**config.mk**
```make
export PLATFORM = sky130hd
export DESIGN_NAME = nonce_dispatcher
export DESIGN_NICKNAME = d
export VERILOG_FILES = /design/src/rtl/nonce_dispatcher.sv
export SDC_FILE = /design/constraint.sdc
export NUM_CORES = 1
export LEC_CHECK = 0
export ABC_AREA = 1
export BUFFER_PORTS_ARGS = -buffer_cell sky130_fd_sc_hd__buf_2
export CORE_AREA = 4 4 158 160
export DETAILED_ROUTE_END_ITERATION = 10
export DIE_AREA = 0 0 162 164
export HOLD_SLACK_MARGIN = 0.12
export PLACE_DENSITY = 0.58
export SKIP_CTS_REPAIR_TIMING = 1
export SLEW_MARGIN = 20
export SYNTH_ARGS = -nofsm -noshare
export SYNTH_HDL_FRONTEND = slang
export SYNTH_SLANG_ARGS = --single-unit
```
**constraint.sdc**
```tcl
create_clock -name clk -period 2.6 [get_ports clk]
set_input_delay 0.13 -clock clk [delete_from_list [all_inputs] [get_ports clk]]
set_output_delay 0.13 -clock clk [all_outputs]
set_load 0.005 [all_outputs]
```
**src/rtl/nonce_dispatcher.sv**
```systemverilog
// Nonce dispatcher: hands consecutive nonces to a pool of double-hash cores and
// funnels each core's h_out to memory at OUT_BASE+nonce through one write port.
module nonce_dispatcher #(
   parameter int          NUM_CORES  = 4,
   parameter int          NUM_NONCES = 16,
   parameter logic [15:0] OUT_BASE   = 16'h0000
) (
   input  logic                    clk,
   input  logic                    reset,
   input  logic                    start,
   output logic                    done,
   output logic [NUM_CORES-1:0]    core_start,
   output logic [32*NUM_CORES-1:0] core_nonce,
   input  logic [NUM_CORES-1:0]    core_done,
   input  logic [32*NUM_CORES-1:0] core_h_out,
   output logic                    mem_we,
   output logic [15:0]             mem_addr,
   output logic [31:0]             mem_write_data
);

   localparam logic [15:0] LAST_NONCE = 16'(NUM_NONCES);

   typedef enum logic {IDLE, RUN} state_t;

   state_t               state, state_next;
   logic [15:0]          next_nonce, written_count;
   logic [NUM_CORES-1:0] busy, pending, strobe_hold;
   logic [NUM_CORES-1:0] disp_oh, grant_oh, collect;
   logic [1:0]           age [NUM_CORES];
   logic [15:0]          nonce_q [NUM_CORES];
   logic [15:0]          grant_nonce;
   logic [31:0]          grant_data;

   function automatic logic [1:0] sat_inc2(input logic [1:0] v);
      return (v == 2'd3) ? v : v + 2'd1;
   endfunction

   always_ff @(posedge clk) begin
      if (reset) state <= IDLE;
      else       state <= state_next;
   end

   always_comb begin
      state_next = state;
      case (state)
         IDLE:    if (start) state_next = RUN;
         RUN:     if (written_count == LAST_NONCE) state_next = IDLE;
         default: state_next = IDLE;
      endcase
   end

   assign done = (state == IDLE);

   // A core that wins the write port this cycle is free to take a new nonce in the same cycle.
   always_comb begin
      grant_oh    = '0;
      disp_oh     = '0;
      collect     = '0;
      grant_nonce = '0;
      grant_data  = '0;
      for (int j = 0; j < NUM_CORES; j++) begin
         if (state == RUN && pending[j] && grant_oh == '0) begin
            grant_oh[j] = 1'b1;
            grant_nonce = nonce_q[j];
            grant_data  = core_h_out[32*j +: 32];
         end
      end
      for (int j = 0; j < NUM_CORES; j++) begin
         if (state == RUN && next_nonce < LAST_NONCE && disp_oh == '0 &&
             !busy[j] && (!pending[j] || grant_oh[j]))
            disp_oh[j] = 1'b1;
      end
      for (int j = 0; j < NUM_CORES; j++)
         collect[j] = busy[j] && (age[j] == 2'd3) && core_done[j];
   end

   always_comb begin
      core_nonce = '0;
      for (int j = 0; j < NUM_CORES; j++)
         core_nonce[32*j +: 32] = {16'h0000, disp_oh[j] ? next_nonce : nonce_q[j]};
   end

   assign core_start = disp_oh | strobe_hold;

   always_ff @(posedge clk) begin
      if (reset) begin
         next_nonce     <= '0;
         written_count  <= '0;
         busy           <= '0;
         pending        <= '0;
         strobe_hold    <= '0;
         mem_we         <= 1'b0;
         mem_addr       <= '0;
         mem_write_data <= '0;
         for (int j = 0; j < NUM_CORES; j++) begin
            age[j]     <= '0;
            nonce_q[j] <= '0;
         end
      end else begin
         strobe_hold <= disp_oh;
         mem_we      <= |grant_oh;
         if (|grant_oh) begin
            mem_addr       <= OUT_BASE + grant_nonce;
            mem_write_data <= grant_data;
         end
         if (state == IDLE && start) begin
            next_nonce    <= '0;
            written_count <= '0;
         end else begin
            if (|disp_oh)  next_nonce    <= next_nonce + 16'd1;
            if (|grant_oh) written_count <= written_count + 16'd1;
         end
         // age masks the done level left over from the previous job for three cycles
         for (int j = 0; j < NUM_CORES; j++) begin
            if (disp_oh[j]) begin
               busy[j]    <= 1'b1;
               age[j]     <= 2'd1;
               nonce_q[j] <= next_nonce;
            end else begin
               if (busy[j])    age[j]  <= sat_inc2(age[j]);
               if (collect[j]) busy[j] <= 1'b0;
            end
            if (collect[j])       pending[j] <= 1'b1;
            else if (grant_oh[j]) pending[j] <= 1'b0;
         end
      end
   end

endmodule

```
Word-level counts from Yosys, hierarchy flattened
Memories as Yosys holds them, arrays and structs flattened.
Index checks and enable logic that the tools add are counted.
{"block": "totals", "word_cells": 185, "mem_bits_ro": 0, "ram_bits": 72, "output_inout_bits": 182, "inputBits": 135, "latch_bits": 0, "memories": 2, "ff_bits": 94}
{"block": "classes", "n_div": 0, "bitwise_logic": 16, "n_reduce_logical": 55, "mux": 85, "mul": 0, "shift": 0, "n_lt_le_gt_ge": 1, "add_sub_neg": 6, "eq_ne": 5}
{"name": "nonce_q", "words": 4, "word_bits": 16, "rd": 4, "rd_ports_with_merged_regs": 0, "wr": 4, "line": "30", "rtl": "logic [15:0] nonce_q [NUM_CORES];"}
{"name": "age", "words": 4, "word_bits": 2, "rd": 4, "rd_ports_with_merged_regs": 0, "wr": 4, "line": "29", "rtl": "logic [1:0] age [NUM_CORES];"}
{"cell": "16-bit two-way mux", "n": 12}
{"cell": "32-bit two-way mux", "n": 4}
{"cell": "1-bit two-way mux", "n": 56}
{"cell": "16-bit by 1-bit adder with 16-bit output (second input constant)", "n": 2}
{"cell": "1-bit logical AND", "n": 28}
{"cell": "2-bit two-way mux", "n": 12}
{"cell": "16-bit by 5-bit equality test with 1-bit output (second input constant)", "n": 1}
{"cell": "16-bit by 5-bit less-than comparator with 1-bit output (second input constant)", "n": 1}
{"cell": "2-bit nonzero test", "n": 8}
{"cell": "1-bit bitwise OR", "n": 12}
{"cell": "2-bit by 1-bit adder with 2-bit output (second input constant)", "n": 4}
{"cell": "2-bit equality test (second input constant)", "n": 4}
{"cell": "1-bit zero test", "n": 8}
{"cell": "4-bit OR reduction", "n": 2}
{"cell": "3-bit zero test", "n": 2}
{"cell": "2-bit zero test", "n": 2}
{"cell": "1-bit logical OR", "n": 4}
{"cell": "4-bit bitwise OR", "n": 1}
{"cell": "1-bit NOT", "n": 3}
{"cell": "1-bit one-hot mux with 2 select lines", "n": 1}
{"cell": "2-bit OR reduction", "n": 1}

Longest topological paths before layout
Gate-level depths: netlist (run 1).
{"block": "depth", "ltp_word": 25, "mapped_depth": 13, "mapped_depth_nobuf": 12}

Worst setup path after synthesis (run 1)
OpenSTA, ideal clock, no wires.
{"block": "synth_path", "kind": "reg2reg", "start": "register pending[0]", "end": "memory nonce_q[3][0], enable pin", "path_stages_with_launch": 12, "path_buffers": 2, "arrival_time_ns": 1.759, "setup_time_ns": 0.372, "t_required_ns": 2.228, "slack_ns": 0.470, "period_less_slack_ns": 2.130, "cell_sequence": "dfxtp_1 buf_2 nand2_2 nand2_2 nor2_4 nand2_2 nand2_1 nand2_1 nor2_2 nand2_2 buf_6 nand2_1"}
{"item": "start, declared", "line": "27", "rtl": "logic [NUM_CORES-1:0] busy, pending, strobe_hold;"}
{"item": "start signal, assigned", "line": "90", "rtl": "pending <= '0;"}
{"item": "start signal, assigned by index", "line": "123", "rtl": "if (collect[j]) pending[j] <= 1'b1;"}
{"item": "start signal, assigned by index", "line": "124", "rtl": "else if (grant_oh[j]) pending[j] <= 1'b0;"}
{"item": "end, declared", "line": "30"}

Final worst setup path (run 1)
{"block": "layout_path", "start": "register state", "end": "register mem_write_data[15]"}
{"block": "layout_between", "elab_chain_len": 12, "elab_cells_between_ends": 19, "cone_classes": "8 x mux; 1 x bitwise; 10 x reduce/logical"}
{"item": "start, declared", "line": "25", "rtl": "state_t state, state_next;"}
{"item": "start signal, assigned", "line": "40", "rtl": "else state <= state_next;"}
{"item": "1-bit logical AND", "line": "62", "rtl": "if (state == RUN && pending[j] && grant_oh == '0) begin"}
{"item": "1-bit two-way mux", "line": "62"}
{"item": "1-bit NOT", "line": "62"}
{"item": "1-bit logical AND", "line": "62"}
{"item": "1-bit two-way mux", "line": "62"}
{"item": "2-bit zero test", "line": "62"}
{"item": "1-bit logical AND", "line": "62"}
{"item": "1-bit two-way mux", "line": "62"}
{"item": "3-bit zero test", "line": "62"}
{"item": "1-bit logical AND", "line": "62"}
{"item": "1-bit two-way mux", "line": "62"}
{"item": "4-bit OR reduction", "line": "102", "rtl": "if (|grant_oh) begin"}
{"item": "end signal, assigned", "line": "104", "rtl": "mem_write_data <= grant_data;"}
{"item": "end, declared", "line": "18", "rtl": "output logic [31:0] mem_write_data"}
Parallel ways exist; a longest one is shown, timed or not.
A chain may end at the register's enable or synchronous reset.

==> results.toml, run 1 <==
[finish]
multi_input_area_sq_mm = 0.00342
fillers = 2320
antenna_cells = 0
regArea_sq_mm = 0.00405
nets = 1523
drive_above_1_share = 0.245
area_delta_synth_final_pct = 35.8

[setup_path]
path_class = "flip-flop to flip-flop"
r2r_start = "state"
cp_max_fo = 36
crit_chain = "nand2_1 -> nand2_2 -> inv_1 -> nand2_2 -> buf_4 -> inv_2 -> a21oi_1 -> a31oi_1 -> dlygate4sd3_1"
worstSetupEndpointType = "flip-flop"
cp_common_cell = "nand2_2"
cpMaxStageDelayCell = "dlygate4sd3_1"
required_ns = 2.97
startpoint = "state"
worst_path_largest_cell_delay_ns = 0.58
arrival_ns = 2.79
path_delay_family = "buffers and inverters"
start_kind = "flip-flop"
crit_buf_inv = 4

[timing]
min_period_over_period = 0.932
finalHoldViolCount = 0
max_freq_ghz = 0.413
setup_viol = 0
period_needed_ns = 2.42
fin_skew_ns = 0.00764
holdWs_ns = 0.0696
tightest_slew_ns = 0.721
maxSlewViolCount = 0
relSlewSlack = 0.519

[power_and_ir_drop]
p_total_mw = 6.10
leakage_nw = 5.17
ir_drop_uv = 388
powerDensity_mw_per_mm2 = 551

[floorplanning]
coreArea_sq_mm = 0.0234
fp-row-count = 56
io_pins = 317
start_util = 0.348
die-height_microns = 164
dieArea_sq_mm = 0.0266
dieWidth_microns = 162

[global_routing]
grt.overflow.total = 0
grt_pass1_vias = 7119
grt_first_pass_wirelength_microns = 38800
grtUsageTotal = 0.187
grt_max_degree = 45
antenna_found_initial = 0

[placement]
gp_congestion = 0.820
dp_hpwl_microns = 19700
port_buffers = 252

[synth]
synth_top_area_cell = "edfxtp_1"
synthCells = 1018
synth_area_leaders = "edfxtp_1 27%, dfxtp_1 23%, nand2_1 8.7%, nand3_1 6.6%, buf_4 6.1%"
synth_area_sq_mm = 0.00815
avgSynthCellArea_sq_um = 8.01
ys_types = 41
yosys.area_share.xor_xnor = 0.00430
synth_top_area_share = 0.265
synthMuxAreaShare = 0
yosys.area_share.simple = 0.238
ys_ff_latch = 166
synth_top_family_by_area = "simple AND/OR/NAND/NOR gates"
ys_warn_count = 0
yosysSeqAreaShare = 0.496
synth_fa_ha_area_frac = 0.0107
synth_compound_area_frac = 0.114

[run]
maxCapViolCount = 0

[routing]
drc = 0
vias_per_cell = 4.61
drt_iter0_markers = 627
wl_per_cell_microns = 15.6
ant_nets = 0
dr.pass1.iters = 6
num_vias = 7892
wl_microns = 26800

[clock_network]
numCtsBuffers = 17
clockBufferDepth = 2
cts_sinks = 166
cts_tree = "yes"
insertion_delay_ns = 0.42
path_clk_slew_ns = 0.07
cts_root_buf = "clkbuf_16"
h-tree-depth = 4

[outcome]
outcome = "complete, no violations"

[hold_path]
hold_path.startpoint = "core_h_out[82]"
hold_class = "input port to flip-flop"
==> where the power goes <==
group	total (mW)	leakage (nW)	switching [mW]	internal, mW
Combinational	0.631	3.39	0.363	0.268
Clock	2.61	0.295	1.14	1.46
Sequential	2.86	1.48	0.0459	2.82
==> cells in the mapped netlist <==
library cell  number
a21oi_1           59
buf_6              1
nor3_1             6
o22ai_1            8
o21bai_1           1
or2_2              2
a21oi_2            1
nor3b_1            1
o21ai_1            3
nor4_1             3
buf_1              3
edfxtp_1          72
dfxtp_1           94
o31ai_1            1
clkbuf_1          35
buf_2              9
nor2_4             2
nand2_1          190
xor2_1             2
nand4_1            4
a31oi_1           34
ha_1               7
nor3_2             4
o21ai_0           45
inv_1            100
nand3_1          108
nand3b_1           1
nand2_2            9
conb_1             1
or2_1              1
buf_4             66
a311oi_1           1
clkinv_1           2
and3_1             2
a211oi_1           1
inv_2              9
nor2_2             3
o211ai_1           3
a221oi_1           8
xnor2_1            2
nor2_1           114
==> worst min-delay path: cells and delay by family <==
| kind | cells | cell delay (ns) |
|---|---|---|
| AND/OR/NAND/NOR | 3 | 0.19 |
| AO/OA/AOI/OAI | 1 | 0.05 |
| buffers and inverters | 1 | 0.08 |
==> layer usage <==
metal | GRT usage | wire length [microns]
met1 | 0.241 | 11400
met2 | 0.310 | 12600
met3 | 0.0371 | 1910
met4 | 0.0742 | 926
met5 | 0 | 0
==> sequential cells by signal, summed over array words and instances (netlist names) <==
register and flops:
mem_write_data 32, written_count 16, pending 4, next_nonce 16, mem_we 1, age 8
strobe_hold 4, busy 4, state 1, mem_addr 16, nonce_q 64
==> cells by family (layout without fill, tap and decap cells) <==
kind of cell	after synthesis	after routing
AOI/OAI and AO/OA	165	165
DFF	166	166
and+or+nand+nor	450	450
buffers and inverters	225	490
other	1	112
xor gates and xnor gates	4	4
adders and majority gates	7	7
==> area by class of cell <==
cell class	count	share of cell area
clock inverters	15	0.0168
flip-flops and latches	166	0.365
clock buffers	17	0.0384
multi-input cells	738	0.309
repair buffers	347	0.196
inverters	111	0.0382
well taps	319	0.0360
==> through the flow <==
step | area [sq um] | std cells | util | setup slack, ns | TNS, ns
final | 11100 | 1713 | 0.473 | 0.176 | 0
after CTS | 10300 | 1639 | 0.440 | 0.0191 | 0
after detailed placement | 9690 | 1607 | 0.414 | 0.495 | 0
after global routing | 11100 | 1713 | 0.473 | -0.0135 | -0.0135
after floorplan | 8570 | 1129 | - | 0.470 | 0
after global placement | 9690 | 1607 | 0.414 | 0.551 | 0
==> layout by cell type, fill, tap and decap left out, types with 3 or more instances in the layout <==
| cell | n |
|---|---|
| buf_2 | 252 |
| inv_6 | 4 |
| inv_2 | 8 |
| nand2_1 | 190 |
| conb_1 | 112 |
| a221oi_1 | 8 |
| ha_1 | 7 |
| inv_1 | 99 |
| nor3_1 | 6 |
| buf_4 | 22 |
| dfxtp_1 | 92 |
| nor2_2 | 4 |
| o22ai_1 | 8 |
| nand3_1 | 108 |
| nor2_1 | 113 |
| nand2_2 | 8 |
| nor4_1 | 3 |
| a31oi_1 | 34 |
| o21ai_1 | 4 |
| o211ai_1 | 3 |
| inv_8 | 4 |
| clkbuf_16 | 17 |
| a21oi_1 | 59 |
| o21ai_0 | 43 |
| edfxtp_1 | 72 |
| nor3_2 | 4 |
| dlygate4sd3_1 | 72 |
| nand4_1 | 4 |
==> worst paths after layout <==
check / slack [ns] / to / cells after the start
setup / recovery: 0.18 / mem_write_data[15] / 9
hold / removal: 0.07 / mem_write_data[18] / 5
setup reg to reg: 0.18 / mem_write_data[15] / 9
hold reg to reg: 0.42 / next_nonce[5] / 2
Note: power is estimated with default switching activity, not from simulation.
==> run 2, diff against run 1 <==
BUFFER_PORTS_ARGS = not set   (was -buffer_cell sky130_fd_sc_hd__buf_2)
DONT_BUFFER_PORTS = 1   (was not set)
PLACE_DENSITY = 0.47   (was 0.58)
==> run 2 against run 1 <==
Effect of this change: fmax fell by 3.8%; setup slack got worse by 0.097 ns; global-route usage fell by 0.31 points; routed wire length rose by 4.9%; clock skew rose by 0.0086 ns; clock power barely moved; count of clock-buffer cells in the layout did not move; cell area fell by 6.2%; largest power group unchanged.
==> results.toml, run 2 (synthesized netlist as in run 1, its figures left out) <==
[timing]
setup_viol = 0
holdWs_ns = 0.159
min_period_over_period = 0.970
tightest_slew_ns = 0.706
period_needed_ns = 2.52
finalHoldViolCount = 0
max_freq_ghz = 0.397
maxSlewViolCount = 0
fin_setup_tns_ns = 0
relSlewSlack = 0.528
fin_skew_ns = 0.0162

[floorplanning]
dieArea_sq_mm = 0.0266
start_util = 0.348
dieWidth_microns = 162
fp-row-count = 56
die-height_microns = 164
io_pins = 317
coreArea_sq_mm = 0.0234

[setup_path]
required_ns = 2.96
cpMaxStageDelayCell = "dlygate4sd3_1"
start_kind = "flip-flop"
worstSetupEndpointType = "flip-flop"
arrival_ns = 2.88
cp_max_fo = 36
path_class = "flip-flop to flip-flop"
cp_common_cell = "nand2_2"
worst_path_largest_cell_delay_ns = 0.56
crit_chain = "nand2_1 -> nand2_2 -> inv_1 -> nand2_2 -> buf_4 -> inv_2 -> a21oi_1 -> a31oi_1 -> dlygate4sd3_1"

[finish]
mostFrequentLayoutCells = "190 x nand2_1, 127 x dlygate4sd3_1, 114 x nor2_1"
reg_top3 = "nonce_q x64, mem_write_data x32"
multi_input_area_sq_mm = 0.00342
largest_register_ff_count = 64
fillers = 2274
drive_above_1_share = 0.0727
layout_commonest_cell = "nand2_1"
post-route-util = 0.444
top_register = "nonce_q"
regArea_sq_mm = 0.00405
finalNonFillerCells = 1520
area_delta_synth_final_pct = 27.4
nets = 1326

[run]
maxCapViolCount = 0

[global_routing]
grt_pass1_vias = 6156
grtUsageTotal = 0.184
grt_first_pass_wirelength_microns = 37000
grt_max_degree = 72
antenna_found_initial = 4
grt.overflow.total = 0

[routing]
num_vias = 7337
drt_iter0_markers = 625
drc = 0
ant_nets = 0
dr.pass1.iters = 6
vias_per_cell = 4.83
wl_microns = 28100
wl_per_cell_microns = 18.5

[clock_network]
cts_tree = "yes"
cts_root_buf = "clkbuf_16"
insertion_delay_ns = 0.43
clockBufferDepth = 2
h-tree-depth = 4
cts_sinks = 166
path_clk_slew_ns = 0.07
numCtsBuffers = 17

[power_and_ir_drop]
ir_drop_uv = 461
leakage_nw = 4.36
powerDensity_mw_per_mm2 = 581
p_total_mw = 6.03

[outcome]
outcome = "complete, no violations"

[hold_path]
hold_class = "input port to flip-flop"

[placement]
port_buffers = 0
place_inst = 1356
dp_hpwl_microns = 19500
gp_congestion = 0.798
run 2: cell types whose count changed in the layout (fill, tap and decap cells not counted), sizes merged:
cell | previous run | this run
buf | 275 | 23
clkinvlp | 3 | 2
diode | 0 | 4
dlygate4sd3 | 72 | 127
inv | 116 | 117
run 2: per-stage QoR:
stage	area [sq um]	setup WS, ns
floorplan	8570	0.470
global placement	8450	0.386
detailed placement	8450	0.328
CTS	9060	-0.0844
global route	10400	-0.0932
finish	10400	0.0791
run 2: worst max-delay path, delay by kind of cell (launching register included):
| kind | cells | cell delay (ns) |
|---|---|---|
| buffers and inverters | 4 | 1.36 |
| DFF | 1 | 0.41 |
| and+or+nand+nor | 3 | 0.34 |
| AOI/OAI and AO/OA | 2 | 0.33 |
run 2: final cells by class:
class	count	area share
diodes	4	0.000964
clock buffers	17	0.0410
clock inverters	15	0.0177
inverters	111	0.0404
multi-input cells	738	0.329
flip-flops and latches	166	0.390
well taps	319	0.0384
repair buffers	150	0.142
run 2: power breakdown:
part           internal (mW)  switching (mW)
clock network           1.46            1.18
logic                  0.191           0.326
registers               2.82          0.0532
run 2: per-layer routing:
layer  wire length, microns  global-route usage
met1                  11600               0.227
met2                  13300               0.310
met3                   2400              0.0565
met4                    802              0.0550
met5                      0                   0
run 2: final timing paths:
path / cells past startpoint / slack (ns) / start / endpoint
setup / recovery: 9 / 0.08 / state / mem_write_data[6]
hold / removal: 2 / 0.16 / reset / nonce_q[0][1]
setup reg to reg: 9 / 0.08 / state / mem_write_data[6]
hold reg to reg: 2 / 0.43 / next_nonce[6] / next_nonce[6]
